$ cat config.mk
export PLATFORM = sky130hd
export DESIGN_NAME = pipe_dispatcher
export DESIGN_NICKNAME = d
export VERILOG_FILES = /design/src/rtl/pipe_dispatcher_pkg.sv /design/src/rtl/pipe_dispatcher_sync_fifo.sv /design/src/rtl/pipe_dispatcher.sv
export SDC_FILE = /design/constraint.sdc
export NUM_CORES = 1
export LEC_CHECK = 0
export CORE_MARGIN = 2
export CORE_UTILIZATION = 55
export DETAILED_ROUTE_END_ITERATION = 12
export GPL_TIMING_DRIVEN = 0
export PLACE_DENSITY = 0.81
export SLEW_MARGIN = 0
export SYNTH_ARGS = -nofsm -noshare
export SYNTH_HDL_FRONTEND = slang
export SYNTH_SLANG_ARGS = --single-unit
$ cat constraint.sdc
create_clock -name clk -period 6.9 [get_ports clk]
set_input_delay 2.07 -clock clk [delete_from_list [all_inputs] [get_ports clk]]
set_output_delay 2.07 -clock clk [all_outputs]
set_load 0.01 [all_outputs]
$ cat src/rtl/pipe_dispatcher_pkg.sv
// Shared widths, datapath constants and the request record for the series-evaluation front end.
package pipe_dispatcher_pkg;

    localparam int X_W           = 8;
    localparam int N_W           = 3;
    localparam int LOOP_N_THRESH = 4;
    localparam int STAGES        = 4;
    localparam int REQ_W         = X_W + N_W;

    typedef struct packed {
        logic [X_W-1:0] x;
        logic [N_W-1:0] n;
    } req_t;

endpackage

$ cat src/rtl/pipe_dispatcher_sync_fifo.sv
// Synchronous FIFO with an occupancy counter; full/empty come from the count, pointers wrap naturally.
module sync_fifo #(
    parameter int WIDTH = 11,
    parameter int DEPTH = 4
) (
    input  logic                     clk,
    input  logic                     rst,
    input  logic                     push,
    input  logic                     pop,
    input  logic [WIDTH-1:0]         wdata,
    output logic [WIDTH-1:0]         rdata,
    output logic                     full,
    output logic                     empty,
    output logic [$clog2(DEPTH):0]   count
);

    localparam int AW = $clog2(DEPTH);
    localparam int CW = AW + 1;

    logic [WIDTH-1:0] mem [DEPTH];
    logic [AW-1:0]    wr_ptr;
    logic [AW-1:0]    rd_ptr;
    logic [CW-1:0]    cnt;
    logic             do_push;
    logic             do_pop;

    assign full    = (cnt == CW'(DEPTH));
    assign empty   = (cnt == '0);
    assign count   = cnt;
    assign rdata   = mem[rd_ptr];
    assign do_push = push & ~full;
    assign do_pop  = pop & ~empty;

    always_ff @(posedge clk) begin
        if (do_push) begin
            mem[wr_ptr] <= wdata;
        end
    end

    always_ff @(posedge clk) begin
        if (rst) begin
            wr_ptr <= '0;
            rd_ptr <= '0;
            cnt    <= '0;
        end else begin
            if (do_push) wr_ptr <= wr_ptr + AW'(1);
            if (do_pop)  rd_ptr <= rd_ptr + AW'(1);
            case ({do_push, do_pop})
                2'b10:   cnt <= cnt + CW'(1);
                2'b01:   cnt <= cnt - CW'(1);
                default: cnt <= cnt;
            endcase
        end
    end

endmodule

$ cat src/rtl/pipe_dispatcher.sv
// Feeds buffered (x, n) requests into the series datapath, one load per ready cycle, and tracks in-flight work.
module pipe_dispatcher
    import pipe_dispatcher_pkg::*;
#(
    parameter int DEPTH        = 4,
    parameter int MAX_INFLIGHT = 5
) (
    input  logic           clk,
    input  logic           rst,
    input  logic           in_valid,
    output logic           in_ready,
    input  logic [X_W-1:0] in_x,
    input  logic [N_W-1:0] in_n,
    input  logic           flush_req,
    input  logic           dp_ready,
    input  logic           dp_valid,
    output logic           dp_load,
    output logic [X_W-1:0] dp_x,
    output logic [N_W-1:0] dp_n,
    output logic           dp_inuse,
    output logic           dp_flush,
    output logic [2:0]     inflight,
    output logic           idle
);

    // Handshake: a request transfers on a cycle where in_valid & in_ready are both high;
    // the datapath takes one entry (real or bubble) on every cycle dp_load is high.

    req_t                   wr_req;
    req_t                   head;
    logic                   fifo_full;
    logic                   fifo_empty;
    logic [$clog2(DEPTH):0] occupancy;
    logic                   fifo_clr;
    logic                   push;
    logic                   pop;
    logic                   issue;
    logic                   retire;
    logic                   err;

    assign wr_req   = '{x: in_x, n: in_n};
    assign fifo_clr = rst | flush_req;
    assign push     = in_valid & in_ready & ~fifo_clr;

    sync_fifo #(
        .WIDTH (REQ_W),
        .DEPTH (DEPTH)
    ) u_fifo (
        .clk   (clk),
        .rst   (fifo_clr),
        .push  (push),
        .pop   (pop),
        .wdata (wr_req),
        .rdata (head),
        .full  (fifo_full),
        .empty (fifo_empty),
        .count (occupancy)
    );

    assign in_ready = ~fifo_full;
    assign idle     = fifo_empty & (inflight == '0);

    // Loading a bubble on empty ready cycles keeps a stale input register from re-injecting after a loop-back slot.
    assign dp_load  = dp_ready & ~rst & ~flush_req;
    assign dp_inuse = ~fifo_empty & ~rst;
    assign dp_x     = dp_inuse ? head.x : '0;
    assign dp_n     = dp_inuse ? head.n : '0;
    assign dp_flush = flush_req & ~rst;
    assign pop      = dp_load & dp_inuse;

    assign issue  = dp_load & dp_inuse;
    assign retire = dp_valid & (inflight != '0);

    always_ff @(posedge clk) begin
        if (fifo_clr) begin
            inflight <= '0;
        end else begin
            case ({issue, retire})
                2'b10: if (inflight < 3'(MAX_INFLIGHT)) inflight <= inflight + 3'd1;
                2'b01: inflight <= inflight - 3'd1;
                default: inflight <= inflight;
            endcase
        end
    end

    // A result with nothing outstanding is dropped but remembered.
    always_ff @(posedge clk) begin
        if (rst) begin
            err <= 1'b0;
        end else if (dp_valid && inflight == '0 && !flush_req) begin
            err <= 1'b1;
        end
    end

    a_inflight_bound: assert property (@(posedge clk) disable iff (rst)
        inflight <= 3'(MAX_INFLIGHT));
    a_occupancy_bound: assert property (@(posedge clk) disable iff (rst)
        occupancy <= ($clog2(DEPTH)+1)'(DEPTH));

endmodule

==> impl_summary.log <==
[metrics] result of the run: completed
[metrics] post-DR wirelength/cell: between 15 and 20 um
[metrics] post-synth design cell area: 2380 um2
[metrics] prevailing post-synth register cell: edfxtp_1
[metrics] number of I/O pins: 36
[metrics] Die Area: 4860 um2
[metrics] Layout fillers: 273
[metrics] Cell Pwr Density: approximately 200 nW/um2
[metrics] DR vias: 1385
[metrics] number of violations reported at the end of detailed-routing iteration 0: slightly below 100
[metrics] cts hold-fix bufs: 0
[metrics] worst clock skew: around 0.0054 ns
[metrics] number of failing setup endpoints in the final timing report: 0
[metrics] normalized max-slew margin: between 50% and 60%
[metrics] share of synthesized flip-flops with an asynchronous set or reset: 0%
[metrics] total of buffers placed on input and output ports: 35
[metrics] final sum of negative setup slack: 0 ns
[metrics] most common cell after layout, fill and taps aside: edfxtp_1
[metrics] arrival time reported for the critical path endpoint: 3.86 ns
[metrics] Yosys top cell area share: 55.6%
[metrics] cts bufs inserted: 5
[metrics] total core area: approximately 4100 um2
[metrics] Worst Setup End Kind: primary output
[metrics] area growth from synthesis to layout: 21.3%
[metrics] DRT Wirelength: 4200 um
[metrics] FF-to-FF path depth: 10
[metrics] hold path depth: 2
[metrics] number of enable flip-flop cells after synthesis: between 40 and 50
[metrics] r2r endpoint: u_fifo.count[2]
[metrics] clock latency on the worst-skew pair: 0.30 ns
[metrics] top cells by area in the synthesized netlist: edfxtp_1 (56%), mux4_2 (11%), dfxtp_1 (10%)
[metrics] Adder-Cell Fraction of Synth Area: 4.32%
[metrics] startpoint of the worst hold path: u_fifo.wr_ptr[1]
[metrics] # H-tree levels: 2
[metrics] mux contribution to synthesized area: about 11%
[metrics] biggest area consumer among synthesized cells: edfxtp_1
[metrics] drt first pass iters: 4
[metrics] number of gates given a new drive strength after cts: 0
[metrics] Synth Net Count: 177
[metrics] fin crit period: ~5.9 ns
[metrics] critical path class: primary input to primary output
[metrics] register bit count reported by yosys: 56
[metrics] root buffer selected by CTS: clkbuf_8
[metrics] CP max FO: 10
[metrics] number of sinks driven by the clock tree: 56
[metrics] routability congestion estimate from global placement: just over 0.8
[metrics] FP Rows: 23
[metrics] Hold WC Path Type: register to register
[metrics] maximum number of pins on one net before global-route repair: 17
[metrics] number of distinct library cells after synthesis: 31
[metrics] layout cell share with drive strength beyond 1: 12.8%
[metrics] leading cell types in the layout, fill and taps excluded: edfxtp_1 (44), clkdlybuf4s50_1 (35), mux4_2 (12), nor2b_1 (12), dfxtp_1 (12)
[metrics] syn avg cell area: between 15 and 20 um2
[metrics] nets: roughly 220
[metrics] end point of the worst hold path: u_fifo.wr_ptr[1]
[metrics] buffer count from post-CTS setup fixing: 0
[metrics] critical path startpoint: rst
[metrics] worst r2r src: u_fifo.count[0]
[metrics] initial antenna violation count: 0
[metrics] width of the die: roughly 70 um
[metrics] number of routed nets with antenna violations: 0
[metrics] HPWL reported at the end of detailed placement: around 3000 um
[metrics] number of synthesis warnings: 0
[metrics] xor-xnor portion of the synthesized cell area: approximately 1.8%
[metrics] global routing usage summed across all routing layers: 18.6%
[metrics] worst ir drop on vdd: approximately 0.00012 V
[metrics] starting utilization of the core area: around three fifths
[metrics] static leakage: roughly 0.91 nW
[metrics] final std cell area, no fill: a little under 3000 um2
[metrics] clock tree from TritonCTS: yes
[metrics] global-route wire length before repair: between 6000 and 7000 um
[metrics] synthesized instance count: ~150
[metrics] die height: about 70 um
[metrics] Post-Synth Simple-Gate Area: ~11%
[metrics] via count of the first global-routing pass: 1455
[metrics] count of endpoints failing hold in the final timing report: 0
[metrics] DRC violation count after routing: 0
[metrics] Cell Area, Placed: 2790 um2
[metrics] buffer depth of the longest clock path: 2
[metrics] setup repair after global routing missed its margin: false
[metrics] DR vias/cell: 5.63
[metrics] Max Clk Rate: 169 MHz
[metrics] number of inserted diodes: 0
[metrics] clock-pin transition on the worst setup and hold timing paths: 0.09 ns
[metrics] type of element launching the critical path: primary input
[metrics] data required time at the worst endpoint: between 4 and 5 ns
[metrics] largest family of logic cells by synthesized area: multiplexers
[metrics] overall overflow remaining after global route: 0
[metrics] register area share after synthesis: between 60 and 70%
[metrics] crit share post-route: 85.9%
[metrics] slew at the pin closest to its max-slew limit: approximately 0.63 ns
[metrics] reg2reg setup slack: around 4.5 ns
[metrics] Max Cap Violations: 0
[metrics] number of max-slew violations in the final report: 0
[metrics] compound-cell area share of the yosys netlist: approximately 3.0%
[area by class of cell]
class	instances	area (um2)	share of cell area (%)
plain buffers	6	31.3	1.08
clock buffers	7	86.3	2.99
clock inverters	1	7.51	0.260
inverters	9	33.8	1.17
multi-input cells	82	751	26.0
flip-flops and latches	56	1560	54.1
well taps	50	62.6	2.17
repair buffers	35	350	12.1
[sequential cells by signal, summed over array words and instances, names as in the netlist, named ones only]
register       count
u_fifo.count       3
u_fifo.wr_ptr      2
inflight           3
u_fifo.rd_ptr      2
u_fifo.mem        44
[synth_stat cells, drive strengths merged (2+ instances only)]
| master | instances |
|---|---|
| a21o | 2 |
| inv | 9 |
| dfxtp | 12 |
| edfxtp | 44 |
| nor2b | 12 |
| ha | 5 |
| fa | 2 |
| nor2 | 9 |
| nor3b | 2 |
| and2 | 6 |
| xor2 | 4 |
| mux4 | 12 |
| nor4 | 2 |
| nand2b | 2 |
| clkbuf | 4 |
| nand3 | 4 |
| a21oi | 5 |
| buf | 2 |
| o21ai | 2 |
| nand2 | 4 |
| or3 | 2 |
[metal layers]
layer	global-route usage [%]	up-vias	routed length, um
li1	-	645	-
met1	22.2	695	1620
met2	32.6	35	2270
met3	5.38	10	223
met4	6.20	0	78
met5	0	-	0
[report_power, final]
group	leakage, nW	internal [W]	switching [W]
clock network	0.0445	0.0000817	0.0000971
registers	0.494	0.000366	0.00000122
logic	0.375	0.0000166	0.0000136
[kinds of logic (layout without fill, tap and decap cells)]
family / Yosys count / after routing
DFF: 56 / 56
and+or+nand+nor: 46 / 46
buffers and inverters: 15 / 58
AOI/OAI and AO/OA: 12 / 12
adders and majority gates: 7 / 7
xor gates and xnor gates: 5 / 5
muxes: 12 / 12
[through the flow]
step	utilization, %	power (W)	setup slack [ns]	hold slack, ns	cells
finish	70.6	0.000577	0.972	0.517	246
global route	70.6	0.000599	0.910	0.557	246
CTS	70.6	0.000581	0.977	0.512	246
detailed placement	68.3	0.000406	0.979	0.499	238
global placement	68.3	0.000403	0.991	0.474	238
floorplan	-	0.000387	2.21	0.462	153
[worst max-delay path, stage by stage]
cell and delay [ns]:
clkdlybuf4s50_1 0.52, nand2b_1 0.19, clkbuf_1 0.45, nor2b_1 0.12, clkdlybuf4s50_1 0.50
[worst max path at each step]
stage / cells after the start / end / slack, ns
after floorplan: 3 / dp_n[0] / 2.21
after global placement: 5 / dp_x[4] / 0.99
after detailed placement: 5 / dp_x[5] / 0.98
after CTS: 5 / dp_x[5] / 0.98
after global routing: 5 / dp_x[3] / 0.91
final: 5 / dp_x[5] / 0.97
No activity file was read; power rests on OpenSTA's default activity.
